==> src/rtl/arcfour_encrypt.sv <==
// RC4 stream encryptor driving external S-box RAM, plaintext ROM and ciphertext RAM.
// Define ARCFOUR_ENCRYPT_DROP_EN to discard the first 256 keystream bytes (RC4-drop256).
module arcfour_encrypt #(
  parameter int RAM_WIDTH          = 8,
  parameter int KEY_LENGTH         = 3,
  parameter int MESSAGE_LENGTH     = 32,
  parameter int MESSAGE_LOG_LENGTH = 5
) (
  input  logic                                 clk,
  input  logic                                 reset,
  input  logic                                 start,
  input  logic [KEY_LENGTH-1:0][RAM_WIDTH-1:0] key,
  output logic [7:0]                           sAddr,
  output logic [RAM_WIDTH-1:0]                 sIn,
  output logic                                 sWren,
  input  logic [RAM_WIDTH-1:0]                 sOut,
  output logic [MESSAGE_LOG_LENGTH-1:0]        pAddr,
  input  logic [RAM_WIDTH-1:0]                 pOut,
  output logic [MESSAGE_LOG_LENGTH-1:0]        cAddr,
  output logic [RAM_WIDTH-1:0]                 cIn,
  output logic                                 cWren,
  output logic                                 busy,
  output logic                                 done
);
  localparam int KW = (KEY_LENGTH > 1) ? $clog2(KEY_LENGTH) : 1;
  localparam logic [RAM_WIDTH-1:0] LEN_MAX = RAM_WIDTH'(MESSAGE_LENGTH - 1);

`ifdef ARCFOUR_ENCRYPT_DROP_EN
  typedef enum logic [2:0] {IDLE, LOAD_LEN, INIT, SHUFFLE, DROP, ENCRYPT, DONE} state_t;
`else
  typedef enum logic [2:0] {IDLE, LOAD_LEN, INIT, SHUFFLE, ENCRYPT, DONE} state_t;
`endif

  state_t                                state, state_next;
  logic [2:0]                            step;
  logic [7:0]                            i, j;
  logic [RAM_WIDTH-1:0]                  si, sj, pbyte;
  logic [MESSAGE_LOG_LENGTH-1:0]         len, k, len_clamp;
  logic [KW-1:0]                         kidx;
  logic [KEY_LENGTH-1:0][RAM_WIDTH-1:0]  key_reg;
  logic [7:0]                            j_sh, j_en;

  // kidx counts down because key byte b sits at key[KEY_LENGTH-1-b].
  assign j_sh      = j + 8'(sOut) + 8'(key_reg[kidx]);
  assign j_en      = j + 8'(sOut);
  assign len_clamp = MESSAGE_LOG_LENGTH'((pOut > LEN_MAX) ? LEN_MAX : pOut);

  always_ff @(posedge clk) begin
    if (reset) state <= IDLE;
    else       state <= state_next;
  end

  always_comb begin
    state_next = state;
    case (state)
      IDLE:     if (start) state_next = LOAD_LEN;
      LOAD_LEN: if (step == 3'd1) state_next = INIT;
      INIT:     if (i == 8'hFF) state_next = SHUFFLE;
      SHUFFLE:
        if (step == 3'd3 && i == 8'hFF)
`ifdef ARCFOUR_ENCRYPT_DROP_EN
          state_next = DROP;
      DROP:
        if (step == 3'd3 && i == 8'h00) state_next = (len == '0) ? DONE : ENCRYPT;
`else
          state_next = (len == '0) ? DONE : ENCRYPT;
`endif
      ENCRYPT:  if (step == 3'd5 && k == len) state_next = DONE;
      DONE:     state_next = IDLE;
      default:  state_next = IDLE;
    endcase
  end

  always_ff @(posedge clk) begin
    if (reset) begin
      step    <= '0;
      i       <= '0;
      j       <= '0;
      si      <= '0;
      sj      <= '0;
      pbyte   <= '0;
      len     <= '0;
      k       <= '0;
      kidx    <= '0;
      key_reg <= '0;
    end else begin
      case (state)
        IDLE: begin
          step <= '0;
          if (start) begin
            key_reg <= key;
            i       <= '0;
            j       <= '0;
            k       <= MESSAGE_LOG_LENGTH'(1);
            kidx    <= KW'(KEY_LENGTH - 1);
          end
        end
        LOAD_LEN: begin
          step <= (step == 3'd1) ? '0 : step + 3'd1;
          if (step == 3'd1) len <= len_clamp;
        end
        INIT: i <= i + 8'd1;
        SHUFFLE: begin
          step <= (step == 3'd3) ? '0 : step + 3'd1;
          case (step)
            3'd1: begin
              si <= sOut;
              j  <= j_sh;
            end
            3'd3: begin
              i    <= i + 8'd1;
              kidx <= (kidx == '0) ? KW'(KEY_LENGTH - 1) : kidx - KW'(1);
              if (i == 8'hFF) j <= '0;
            end
            default: ;
          endcase
        end
`ifdef ARCFOUR_ENCRYPT_DROP_EN
        DROP,
`endif
        ENCRYPT: begin
          // DROP stops after the swap; ENCRYPT continues to the output byte.
          if (step == 3'd5 || (state != ENCRYPT && step == 3'd3)) step <= '0;
          else                                                     step <= step + 3'd1;
          case (step)
            3'd0: i <= i + 8'd1;
            3'd1: begin
              si    <= sOut;
              j     <= j_en;
              pbyte <= pOut;
            end
            3'd2: sj <= sOut;
            3'd5: k  <= k + MESSAGE_LOG_LENGTH'(1);
            default: ;
          endcase
        end
        default: step <= '0;
      endcase
    end
  end

  always_comb begin
    busy  = (state != IDLE) && (state != DONE);
    done  = (state == DONE);
    sAddr = '0;
    sIn   = '0;
    sWren = 1'b0;
    pAddr = '0;
    cAddr = '0;
    cIn   = '0;
    cWren = 1'b0;
    case (state)
      LOAD_LEN:
        if (step == 3'd1) begin
          cIn   = RAM_WIDTH'(len_clamp);
          cWren = 1'b1;
        end
      INIT: begin
        sAddr = i;
        sIn   = RAM_WIDTH'(i);
        sWren = 1'b1;
      end
      SHUFFLE:
        case (step)
          3'd0: sAddr = i;
          3'd1: sAddr = j_sh;
          3'd2: begin
            sAddr = i;
            sIn   = sOut;
            sWren = 1'b1;
          end
          default: begin
            sAddr = j;
            sIn   = si;
            sWren = 1'b1;
          end
        endcase
`ifdef ARCFOUR_ENCRYPT_DROP_EN
      DROP,
`endif
      ENCRYPT:
        // S[j] read in step 1 is written to S[i] in step 2, so i==j leaves S[i] intact.
        case (step)
          3'd0: begin
            sAddr = i + 8'd1;
            pAddr = k;
          end
          3'd1: sAddr = j_en;
          3'd2: begin
            sAddr = i;
            sIn   = sOut;
            sWren = 1'b1;
          end
          3'd3: begin
            sAddr = j;
            sIn   = si;
            sWren = 1'b1;
          end
          3'd4: sAddr = 8'(si) + 8'(sj);
          default: begin
            cAddr = k;
            cIn   = pbyte ^ sOut;
            cWren = 1'b1;
          end
        endcase
      default: ;
    endcase
    if (reset) begin
      sWren = 1'b0;
      cWren = 1'b0;
    end
  end

endmodule

==> config.mk <==
export PLATFORM = sky130hd
export DESIGN_NAME = arcfour_encrypt
export DESIGN_NICKNAME = d
export VERILOG_FILES = /design/src/rtl/arcfour_encrypt.sv
export SDC_FILE = /design/constraint.sdc
export NUM_CORES = 1
export LEC_CHECK = 0
export ABC_AREA = 0
export BUFFER_PORTS_ARGS = -buffer_cell sky130_fd_sc_hd__buf_2
export CORE_MARGIN = 1
export CORE_UTILIZATION = 53
export CTS_CLUSTER_SIZE = 16
export DETAILED_ROUTE_END_ITERATION = 6
export HOLD_SLACK_MARGIN = 0.08
export PLACE_DENSITY_LB_ADDON = 0.15
export SKIP_LAST_GASP = 1
export SYNTH_ARGS = -nofsm -noshare
export SYNTH_HDL_FRONTEND = slang
export SYNTH_SLANG_ARGS = --single-unit
==> constraint.sdc <==
create_clock -name clk -period 4 [get_ports clk]
set_clock_uncertainty 0.05 [all_clocks]
set_input_delay 0.8 -clock clk [delete_from_list [all_inputs] [get_ports clk]]
set_output_delay 0.8 -clock clk [all_outputs]
set_load 0.1 [all_outputs]
# After elaboration in Yosys (flattened, before gate mapping)
# Index checks and enable logic that the tools add are counted.
# Widths: inputs -> output; s select.
[word_totals]
reg_bits = 82
inputBits = 43
output_inout_bits = 38
[op_classes]
n_addsub = 7
magnitude_cmp = 2
eq_ne = 25
n_mux = 50
bitwise_logic = 1
n_reduce_logical = 29
[ops]
columns = ["op", "count"]
rows = [
  ["$pmux 8 s2", 5],
  ["$pmux 8 s3", 3],
  ["$mux 8", 7],
  ["$mux 5", 8],
  ["$pmux 8 s5", 1],
  ["$pmux 8 s4", 1],
  ["$add 8x8->8", 3],
  ["$mux 3", 8],
  ["$ne 2x2->1 const B", 9],
  ["$bmux 8 s2", 1],
  ["$pmux 3 s5", 1],
  ["$eq 3x2->1 const B", 4],
  ["$eq 3x3->1 const B", 4],
  ["$ne 3x3->1 const B", 4],
  ["$pmux 3 s4", 1],
  ["$pmux 5 s2", 1],
  ["$reduce_and 2->1", 5],
  ["$reduce_and 5->1", 2],
  ["$add 8x1->8 const B", 1],
  ["$eq 8x8->1 const B", 1],
  ["$gt 8x5->1 const B", 1],
  ["$reduce_or 2->1", 4],
  ["$xor 8x8->8", 1],
  ["$mux 1", 7],
  ["21 further kinds", 31],
]

# Longest topological paths before layout
# Gate-level depths: netlist (run 1).
[logic_depth]
ltp_word = 5
mapped_depth = 14
mapped_depth_nobuf = 13

# Worst setup path after synthesis (run 1)
# OpenSTA, ideal clock, no wires.
[synth_timing]
path_kind = "input -> output"
from = "input port sOut[1]"
to = "output port sAddr[6]"
arrival_ps = 6081
t_required_ps = 3150
path_slack_ps = -2931
stages = 11
path_cell_list = "ha_1 a211oi_1 o21bai_1 a21oi_1 xor2_1 inv_1 ha_1 a21oi_1 o21ai_1 xnor2_1 o311ai_0"
[synth_between]
elab_chain_len = 4
elab_cells_between_ends = 5
classes_between = "2 x add/sub; 3 x mux"
[synth_lines]
columns = ["element", "line_no", "rtl"]
rows = [
  ["start, declared", "16", "input logic [RAM_WIDTH-1:0] sOut,"],
  ["$add 8x8->8 *", "44, 45", ""],
  ["$add 8x8->8", "44", "assign j_sh = j + 8'(sOut) + 8'(key_reg[kidx]);"],
  ["$pmux 8 s2", "164", "case (step)"],
  ["$pmux 8 s3 *", "152", "case (state)"],
  ["end, declared", "13", "output logic [7:0] sAddr,"],
]
# Mark *: on every way between the ends. The rest lies on a longest branch, timed or not.

# Final worst setup path (run 1)
[layout_timing]
from = "input port sOut[0]"
to = "output port sAddr[7]"
# Same word-level chain as after synthesis.

==> run_results.csv, run 1 <==
group,metric,value,unit
run_status,status,"finished with violations",
run_status,violations,"DRC, setup timing",
synth,ys_seq_elements,82,
global_routing,grt_pass1_wl,30500,um
power_and_ir_drop,clkPwrFrac,0.273,
worst_setup_path,cp-start-kind,"input pin",
worst_setup_path,path_delay_family,"adder cells",
synth,ys.flop_type,"dfxtp_1",
sta,layout_setup_ws,-409,ps
power_and_ir_drop,powerDensity,299,nW/um^2
die,start_util,0.549,
synth,synth_top_area_share,0.288,
power_and_ir_drop,vdd_drop_max,0.204,mV
finish,nets,941,
synth,synth_area_per_cell,7.41,um^2
global_routing,antenna_found_initial,0,
finish,drive_gt1_frac,0.239,
clock_tree,cts_tree,"done",
die,die_x,106,um
power_and_ir_drop,switchingPower,0.780,mW
synth,synth_cell_types,64,
sta,setup_violations,4,
drt,post_drt_wl_per_cell,19.0,um
worst_setup_path,criticalPathCategory,"in2out",
clock_tree,cts_buffers,9,
die,core-area,10400,um^2
worst_setup_path,slowest_stage,"fa_2",
global_routing,grtUsageTotal,0.347,
sta,min_period_over_period,1.10,
worst_setup_path,cp_cell_sequence,"buf_8, ha_4, inv_2, fa_2, xnor2_2, ha_1, nand2_1, o21ai_2, nand2_1, mux2_4, a31oi_4, xnor3_2, o311ai_4, buf_12",
worst_setup_path,worst-path-buf-inv,3,
power_and_ir_drop,p_leak,2.89,nW
global_routing,grt_max_degree,61,
drt,drtPass1Iterations,7,
finish,largest_reg_flops,24,
clock_tree,clk_latency,360,ps
worst_setup_path,worstPathRequired,3150,ps
synth,netlist_area,5690,um^2
synth,synth-edff-count,0,
placed_design,io_buffers,80,
sta,worstMarginPinSlew,1150,ps
clock_tree,cts-root-buf,"clkbuf_8",
drt,drc,8,
power_and_ir_drop,p_int,1.40,mW
sta,setup-tns-final,-1260,ps
sta,rsz0062_at_grt,"true",
global_routing,grt_pass1_vias,6114,
die,fp-row-count,37,
finish,fin_cells,1006,
die,ios,81,
placed_design,gp_congestion,0.943,
sta,period_needed,4410,ps
sta,slew_viol_final,0,
sta,fmax,227,MHz
synth,synth_top_cell_by_area,"dfxtp_1",
drt,drt-total-wl,19100,um
clock_tree,cts_hold_buf,0,
power_and_ir_drop,pwr-share-comb,0.320,
placed_design,place_inst,984,
finish,antenna_cells_inserted,0,
die,die_area,11200,um^2
min_path,hold_class,"reg2reg",
worst_setup_path,end_kind,"output port",
synth,async_flop_share,0,
finish,utilization,0.700,
worst_setup_path,worstPathArrival,3560,ps
drt,drt_iter0_drc,795,
clock_tree,cts.path.max_buffers,2,
synth,synth_fp_nets,844,
drt,ant_nets,0,
drt,num_vias,6257,
worst_setup_path,crit_top_cell,"nand2_1",
synth,synth_seq_area_share,0.288,
die,die_h,106,um
global_routing,grt_overflow_total,0,
placed_design,dp_hpwl,13900,um
synth,syn_inst,768,
drt,vias_per_cell,6.22,
power_and_ir_drop,seq_power_share,0.407,
power_and_ir_drop,swShare,0.358,
sta,hold_viol,0,
synth,yosys_warnings,0,
clock_tree,cts.htree.levels,3,
clock_tree,cts_sinks,82,
run,maxCapViolCount,0,
worst_setup_path,slowest_delay,360,ps
sta,relSlewSlack,0.230,
finish,area_delta_synth_final,27.6,%
worst_setup_path,worstPathMaxFanout,3,
synth,synth.area.top_cells,"dfxtp_1 (29%), nand2_1 (8.8%), a21oi_1 (8.2%)",
clock_tree,clk_pin_slew,90,ps
routing by layer:
layer  vias up  share of wire  global-route usage
li1       2927              -                   -
met1      2903           0.41               0.448
met2       350           0.46               0.559
met3        77          0.088              0.0686
met4         0          0.040               0.156
met5         -              0                   0
through the flow:
stage / power (mW) / instance area, um^2 / worst slack, ps / hold slack (ps)
final: 2.17 / 7260 / -409 / 413
after global routing: 2.27 / 7260 / -512 / 424
after CTS: 2.14 / 7200 / -390 / 410
after detailed placement: 1.52 / 6850 / -594 / 397
after global placement: 1.51 / 6850 / -418 / 394
after floorplan: 1.31 / 5860 / -565 / 386
worst reg2reg max path: stages, from the launching register on:
cell	delay, ps
dfxtp_1	450
inv_1	130
ha_1	300
nand2b_1	740
nor2_1	80
a41oi_1	230
o32a_1	590
nor2_1	120
a21oi_1	160
nor2_1	60
final cells by class:
class | count | area [um^2]
clock inverter | 5 | 37.5
inverter | 24 | 90.1
fill | 827 | 3110
sequential | 82 | 1640
tap | 136 | 170
multi-input combinational | 611 | 4080
clock buffer | 11 | 151
timing repair buffer | 137 | 1090
cell usage after synthesis, types with 4 or more instances:
cell type  instances
or3_1              5
xor2_1            14
a211oi_1           4
a21oi_1           93
a22oi_1           24
nand2b_1          12
buf_1              7
o22ai_1           16
clkbuf_1          41
nor3_1            13
o21ai_1            4
nor2b_1           10
a21o_1             6
inv_1             23
o221ai_1           9
mux2i_1           17
ha_1              30
nor2_1            63
o31ai_1            4
xnor2_1           21
a222oi_1           7
nand4_1            4
nand2_1          134
nand3_1           22
o211ai_1           5
dfxtp_1           82
o21ai_0           30
and3_1            15
final timing paths:
| path | startpoint | endpoint | slack (ps) | depth (start not counted) |
|---|---|---|---|---|
| max | sOut[0] | sAddr[7] | -410 | 14 |
| min | key_reg[1] | key_reg[1] | 410 | 2 |
| max reg2reg | step[1] | j[0] | 960 | 9 |
| min reg2reg | key_reg[1] | key_reg[1] | 410 | 2 |
power by group through the flow:
stage | sequential, mW | combinational (mW) | clock [mW]
after floorplan | 0.887 | 0.421 | 0
after global placement | 0.899 | 0.606 | 0
after detailed placement | 0.902 | 0.623 | 0
after CTS | 0.884 | 0.662 | 0.599
after global routing | 0.890 | 0.746 | 0.631
final | 0.885 | 0.697 | 0.593
kinds of logic (layout without fill, tap and decap cells):
logic type	Yosys count	in the layout	share of synthesized area
and+or+nand+nor	292	292	0.229
adders and majority gates	33	33	0.0765
AOI/OAI and AO/OA	230	230	0.257
muxes	18	18	0.0325
xor gates and xnor gates	38	38	0.0653
buffers and inverters	75	177	0.0512
DFF	82	82	0.288
what timing repair did:
action	4_1_cts	5_1_grt
pin swaps	19	3
buffers inserted	3	3
setup endpoints to repair	5	4
resized for setup	22	9
cell usage in the layout (no fill, tap or decap), types with 16 or more instances in the layout:
master,instances
a21oi_1,88
nor2_1,62
nand2_1,134
buf_4,56
ha_1,21
inv_1,21
mux2i_1,17
buf_12,16
o21ai_0,26
a22oi_1,23
xnor2_1,17
buf_2,62
dfxtp_1,81
nand3_1,21
No activity file was read; power rests on OpenSTA's default activity.
==> inputs of run 2 (changes only) <==
--- a/config.mk
+++ b/config.mk
@@ -5,14 +5,13 @@
 export SDC_FILE = /design/constraint.sdc
 export NUM_CORES = 1
 export LEC_CHECK = 0
-export ABC_AREA = 0
 export BUFFER_PORTS_ARGS = -buffer_cell sky130_fd_sc_hd__buf_2
 export CORE_MARGIN = 1
 export CORE_UTILIZATION = 53
 export CTS_CLUSTER_SIZE = 16
 export DETAILED_ROUTE_END_ITERATION = 6
 export HOLD_SLACK_MARGIN = 0.08
-export PLACE_DENSITY_LB_ADDON = 0.15
+export PLACE_DENSITY = 0.78
 export SKIP_LAST_GASP = 1
 export SYNTH_ARGS = -nofsm -noshare
 export SYNTH_HDL_FRONTEND = slang
==> run 2 against run 1 <==
  * The run ends with setup timing left
  * Combinational power down 2%
  * Via count increased by 0.42%
  * Fmax increased by 0.21%
  * Sequential cell count did not move
  * Critical path depth is 1 higher
  * Clock-buffer cell count stayed put
  * Cell area shrank 0.16%
  * Worst hold slack lost 5.3 ps
  * Non-clock buffer count increased by 1
  * Critical endpoint is now sAddr[6]
  * Highest routed layer unchanged
==> run_results.csv, run 2 (synthesis gave the netlist of run 1 again) <==
group,metric,value,unit
finish,largest_reg_flops,24,
sta,fmax,227,MHz
worst_setup_path,criticalPathCategory,"in2out",
die,die_h,106,um
sta,worstMarginPinSlew,1180,ps
finish,fillers,833,
sta,rsz0062_at_grt,"true",
sta,hold_viol,0,
finish,area_delta_synth_final,27.4,%
run,maxCapViolCount,0,
finish,fin_cells,1007,
placed_design,placed_area,6860,um^2
drt,post_drt_wl_per_cell,18.8,um
global_routing,grtUsageTotal,0.347,
die,die_x,106,um
finish,utilization,0.699,
clock_tree,cts_tree,"done",
global_routing,grt_pass1_vias,6059,
clock_tree,cts.htree.levels,3,
sta,setup-tns-final,-1370,ps
placed_design,gp_congestion,0.954,
finish,antenna_cells_inserted,0,
finish,final_cell_mix,"nand2_1 (132), a21oi_1 (88), dfxtp_1 (80), buf_2 (62), nor2_1 (60)",
drt,vias_per_cell,6.24,
sta,setup_violations,4,
worst_setup_path,worstPathArrival,3550,ps
clock_tree,cts-root-buf,"clkbuf_8",
sta,hold_slack,407,ps
drt,num_vias,6283,
drt,drc,0,
sta,slew_viol_final,0,
clock_tree,clk_pin_slew,80,ps
global_routing,antenna_found_initial,0,
run_status,status,"finished with violations",
die,ios,81,
placed_design,io_buffers,80,
run_status,violations,"setup timing",
clock_tree,cts.path.max_buffers,2,
worst_setup_path,end_kind,"output port",
placed_design,place_inst,985,
drt,ant_nets,0,
min_path,hold_class,"reg2reg",
sta,period_needed,4400,ps
sta,min_period_over_period,1.10,
die,core-area,10400,um^2
finish,drive_gt1_frac,0.239,
die,start_util,0.549,
power_and_ir_drop,powerDensity,304,nW/um^2
drt,drt_iter0_drc,782,
clock_tree,cts_buffers,9,
drt,drt-total-wl,18900,um
clock_tree,cts_hold_buf,0,
sta,layout_setup_ws,-400,ps
finish,fin_area,7250,um^2
placed_design,post-place-ws,-478,ps
placed_design,dp_hpwl,13600,um
worst_setup_path,worstPathMaxFanout,3,
drt,drtPass1Iterations,7,
sta,relSlewSlack,0.205,
worst_setup_path,cp-start-kind,"input pin",
power_and_ir_drop,p_total,2.20,mW
power_and_ir_drop,p_leak,2.91,nW
power_and_ir_drop,vdd_drop_max,0.165,mV
clock_tree,clk_latency,370,ps
die,fp-row-count,37,
die,die_area,11200,um^2
global_routing,grt_max_degree,57,
finish,final_common_cell,"nand2_1",
global_routing,grt_overflow_total,0,
finish,nets,942,
global_routing,grt_pass1_wl,30500,um
clock_tree,cts_sinks,82,
worst_setup_path,worstPathRequired,3150,ps
## run 2: repair_timing
action | in CTS | in global routing
resized for setup | 15 | 15
setup endpoints to repair | 5 | 12
pin swaps | 14 | 12
buffers inserted | 4 | 2
gates cloned | 0 | 0
## run 2: critical path: stages
cell and delay [ps]:
buf_8 80, ha_4 130, inv_2 40, fa_2 350, xnor2_1 220, ha_1 300
buf_4 170, nor2b_1 130, o21ai_0 160, nand2b_1 140, nand2_1 160, o21ai_2 100
xnor2_2 170, o311ai_4 370, buf_12 220
## run 2: final cells by class
type                            count  area [um^2]  share of cell area
Multi-Input combinational cell    611         4060               0.560
Clock buffer                       11          141              0.0195
Clock inverter                      5         53.8             0.00742
Sequential cell                    82         1640               0.227
Tap cell                          136          170              0.0235
Timing Repair Buffer              138         1090               0.150
Inverter                           24         90.1              0.0124
## run 2: metal layers
metal | vias to the layer above | part of all wire | global-route usage
li1 | 2935 | - | -
met1 | 2958 | 0.42 | 0.453
met2 | 339 | 0.46 | 0.550
met4 | 0 | 0.035 | 0.159
met3 | 51 | 0.088 | 0.0686
met5 | - | 0 | 0
## run 2: worst paths after layout
kind	from	endpoint	slack, ps	cells after the start
worst max-delay path	sOut[0]	sAddr[6]	-400	15
worst min-delay path	key_reg[12]	key_reg[12]	410	2
worst max register to register	step[1]	j[1]	980	8
worst min register to register	key_reg[12]	key_reg[12]	410	2
## run 2: where the power goes
part | internal, mW | leakage [nW] | switching [mW] | total (mW)
registers | 0.851 | 0.667 | 0.0411 | 0.892
logic | 0.278 | 2.14 | 0.408 | 0.686
clock network | 0.304 | 0.103 | 0.320 | 0.624
==> inputs of run 3 (changes only) <==
==> constraint.sdc (replaced) <==
create_clock -name clk -period 4 [get_ports clk]
set_clock_uncertainty 0.05 [all_clocks]
set_input_delay 0.8 -clock clk [delete_from_list [all_inputs] [get_ports clk]]
set_output_delay 0.8 -clock clk [all_outputs]
set_load 0.005 [all_outputs]
==> run 3 against run 2 <==
  * The run ends with DRC, setup timing left
  * First-iteration DRC count down 6.3%
  * Critical path type unchanged
  * Sequential cell count stayed put
  * Power up 0.11%
  * Non-clock buffer count is 8 higher
==> run_results.csv, run 3 (synthesis gave the netlist of run 1 again) <==
group,metric,value,unit
placed_design,post-place-ws,-442,ps
worst_setup_path,path_delay_family,"compound AO/OA/AOI/OAI gates",
finish,area_delta_synth_final,23.3,%
sta,hold_viol,0,
worst_setup_path,cp-start-kind,"input pin",
worst_setup_path,slowest_delay,400,ps
power_and_ir_drop,clkPwrFrac,0.299,
global_routing,grt_overflow_total,0,
drt,drtPass1Iterations,7,
finish,nets,950,
placed_design,place_inst,990,
worst_setup_path,criticalPathCategory,"in2out",
clock_tree,cts-root-buf,"clkbuf_8",
finish,ff_latch_area,1640,um^2
die,die_x,106,um
placed_design,io_buffers,80,
min_path,hold_class,"reg2reg",
worst_setup_path,worstPathMaxFanout,3,
finish,drive_gt1_frac,0.234,
clock_tree,cts_tree,"done",
drt,drt-total-wl,18800,um
sta,relSlewSlack,0.184,
global_routing,grt_pass1_wl,29600,um
sta,setup-tns-final,-680,ps
clock_tree,cts.htree.levels,3,
clock_tree,clk_pin_slew,90,ps
finish,multiInputGateArea,3970,um^2
die,start_util,0.549,
die,ios,81,
sta,worstMarginPinSlew,1210,ps
drt,post_drt_wl_per_cell,18.5,um
die,die_area,11200,um^2
placed_design,dp_hpwl,13700,um
sta,period_needed,4300,ps
power_and_ir_drop,swShare,0.335,
finish,final_cell_mix,"nand2_1 (133), a21oi_1 (89), dfxtp_1 (82), buf_2 (78), buf_4 (62)",
sta,layout_setup_ws,-295,ps
global_routing,grtUsageTotal,0.339,
worst_setup_path,end_kind,"output port",
die,die_h,106,um
worst_setup_path,cp_cell_sequence,"buf_8, buf_6, inv_4, fa_2, nand2b_4, a211oi_2, or4_1, nand3_2, ha_4, o21a_1, nor2_2, a31oi_4, xnor3_1, o311ai_2, buf_2",
worst_setup_path,worstPathRequired,3150,ps
finish,fillers,891,
run_status,violations,"DRC, setup timing",
finish,final_common_cell,"nand2_1",
power_and_ir_drop,switchingPower,0.739,mW
power_and_ir_drop,vdd_drop_max,0.249,mV
finish,antenna_cells_inserted,0,
sta,min_period_over_period,1.07,
worst_setup_path,slowest_stage,"fa_2",
die,core-area,10400,um^2
finish,fin_cells,1015,
sta,rsz0062_at_grt,"true",
power_and_ir_drop,p_int,1.47,mW
power_and_ir_drop,pwr-share-comb,0.298,
run,maxCapViolCount,0,
sta,fmax,233,MHz
drt,num_vias,6364,
drt,ant_nets,0,
global_routing,grt_max_degree,64,
sta,setup_violations,4,
clock_tree,cts_sinks,82,
global_routing,grt_pass1_vias,5936,
finish,largest_reg_flops,24,
drt,drt_iter0_drc,733,
clock_tree,cts_hold_buf,0,
power_and_ir_drop,powerDensity,314,nW/um^2
sta,slew_viol_final,0,
placed_design,gp_congestion,0.983,
worst_setup_path,worst-path-buf-inv,4,
drt,drc,2,
clock_tree,cts_buffers,9,
drt,vias_per_cell,6.27,
power_and_ir_drop,seq_power_share,0.403,
power_and_ir_drop,p_leak,2.88,nW
global_routing,antenna_found_initial,0,
run_status,status,"finished with violations",
worst_setup_path,worstPathArrival,3450,ps
die,fp-row-count,37,
clock_tree,cts.path.max_buffers,2,
clock_tree,clk_latency,380,ps
-- run 3: cell types whose count changed in the layout (fill, tap and decap cells not counted), sizes merged --
cell	delta
inv	+1
buf	+8
clkinv	-1
-- run 3: layer usage --
metal  wire length [um]  share of wire  vias to the layer above  global-route usage
li1                   -              -                     2944                   -
met1               7470           0.40                     2976               0.422
met2               8620           0.46                      375               0.540
met3               1960           0.10                       69              0.0909
met4                741          0.039                        0               0.168
met5                  0              0                        -                   0
-- run 3: path summary, 6_finish.rpt --
path / startpoint / end / slack, ps / depth (start not counted)
min reg2reg: key_reg[8] / key_reg[8] / 410 / 2
max: sOut[1] / sAddr[7] / -300 / 15
max reg2reg: j[1] / j[5] / 1050 / 15
min: key_reg[8] / key_reg[8] / 410 / 2
-- run 3: area by class of cell --
| cell class | count | area share |
|---|---|---|
| multi-input combinational | 611 | 0.566 |
| sequential | 82 | 0.234 |
| timing repair buffer | 146 | 0.133 |
| tap | 136 | 0.0242 |
| clock buffer | 11 | 0.0216 |
| inverter | 24 | 0.0132 |
| clock inverter | 5 | 0.00873 |
-- run 3: worst reg2reg max path: stages, from the launching register on --
cell and delay (ps):
dfxtp_1 450, ha_4 250, a21o_1 200, a21oi_4 140
xnor2_2 90, ha_1 330, buf_6 110, nand2_1 60
o21ai_2 80, nand2_1 70, mux2_4 300, buf_6 120
and3_4 160, buf_4 120, o211ai_1 190, a21oi_1 100
-- run 3: stage by stage --
stage	util	hold WS, ps	total power, mW	cell area [um^2]
6_report	0.677	412	2.20	7020
5_1_grt	0.677	436	2.29	7020
4_1_cts	0.667	408	2.15	6920
3_5_place_dp	0.629	396	1.46	6520
3_3_place_gp	0.629	394	1.44	6520
2_1_floorplan	-	386	1.25	5730
-- run 3: power groups by stage --
stage          Combinational, mW  Clock (mW)  Sequential [mW]
2_1_floorplan              0.363           0            0.887
3_3_place_gp               0.536           0            0.903
3_5_place_dp               0.555           0            0.905
4_1_cts                    0.600       0.663            0.887
5_1_grt                    0.705       0.693            0.894
6_report                   0.658       0.658            0.888
-- run 3: timing repair --
| item | in CTS | in global routing |
|---|---|---|
| buffers inserted | 7 | 2 |
| resized for setup | 32 | 16 |
| endpoints found under the setup margin | 5 | 6 |
| pin swaps | 21 | 11 |
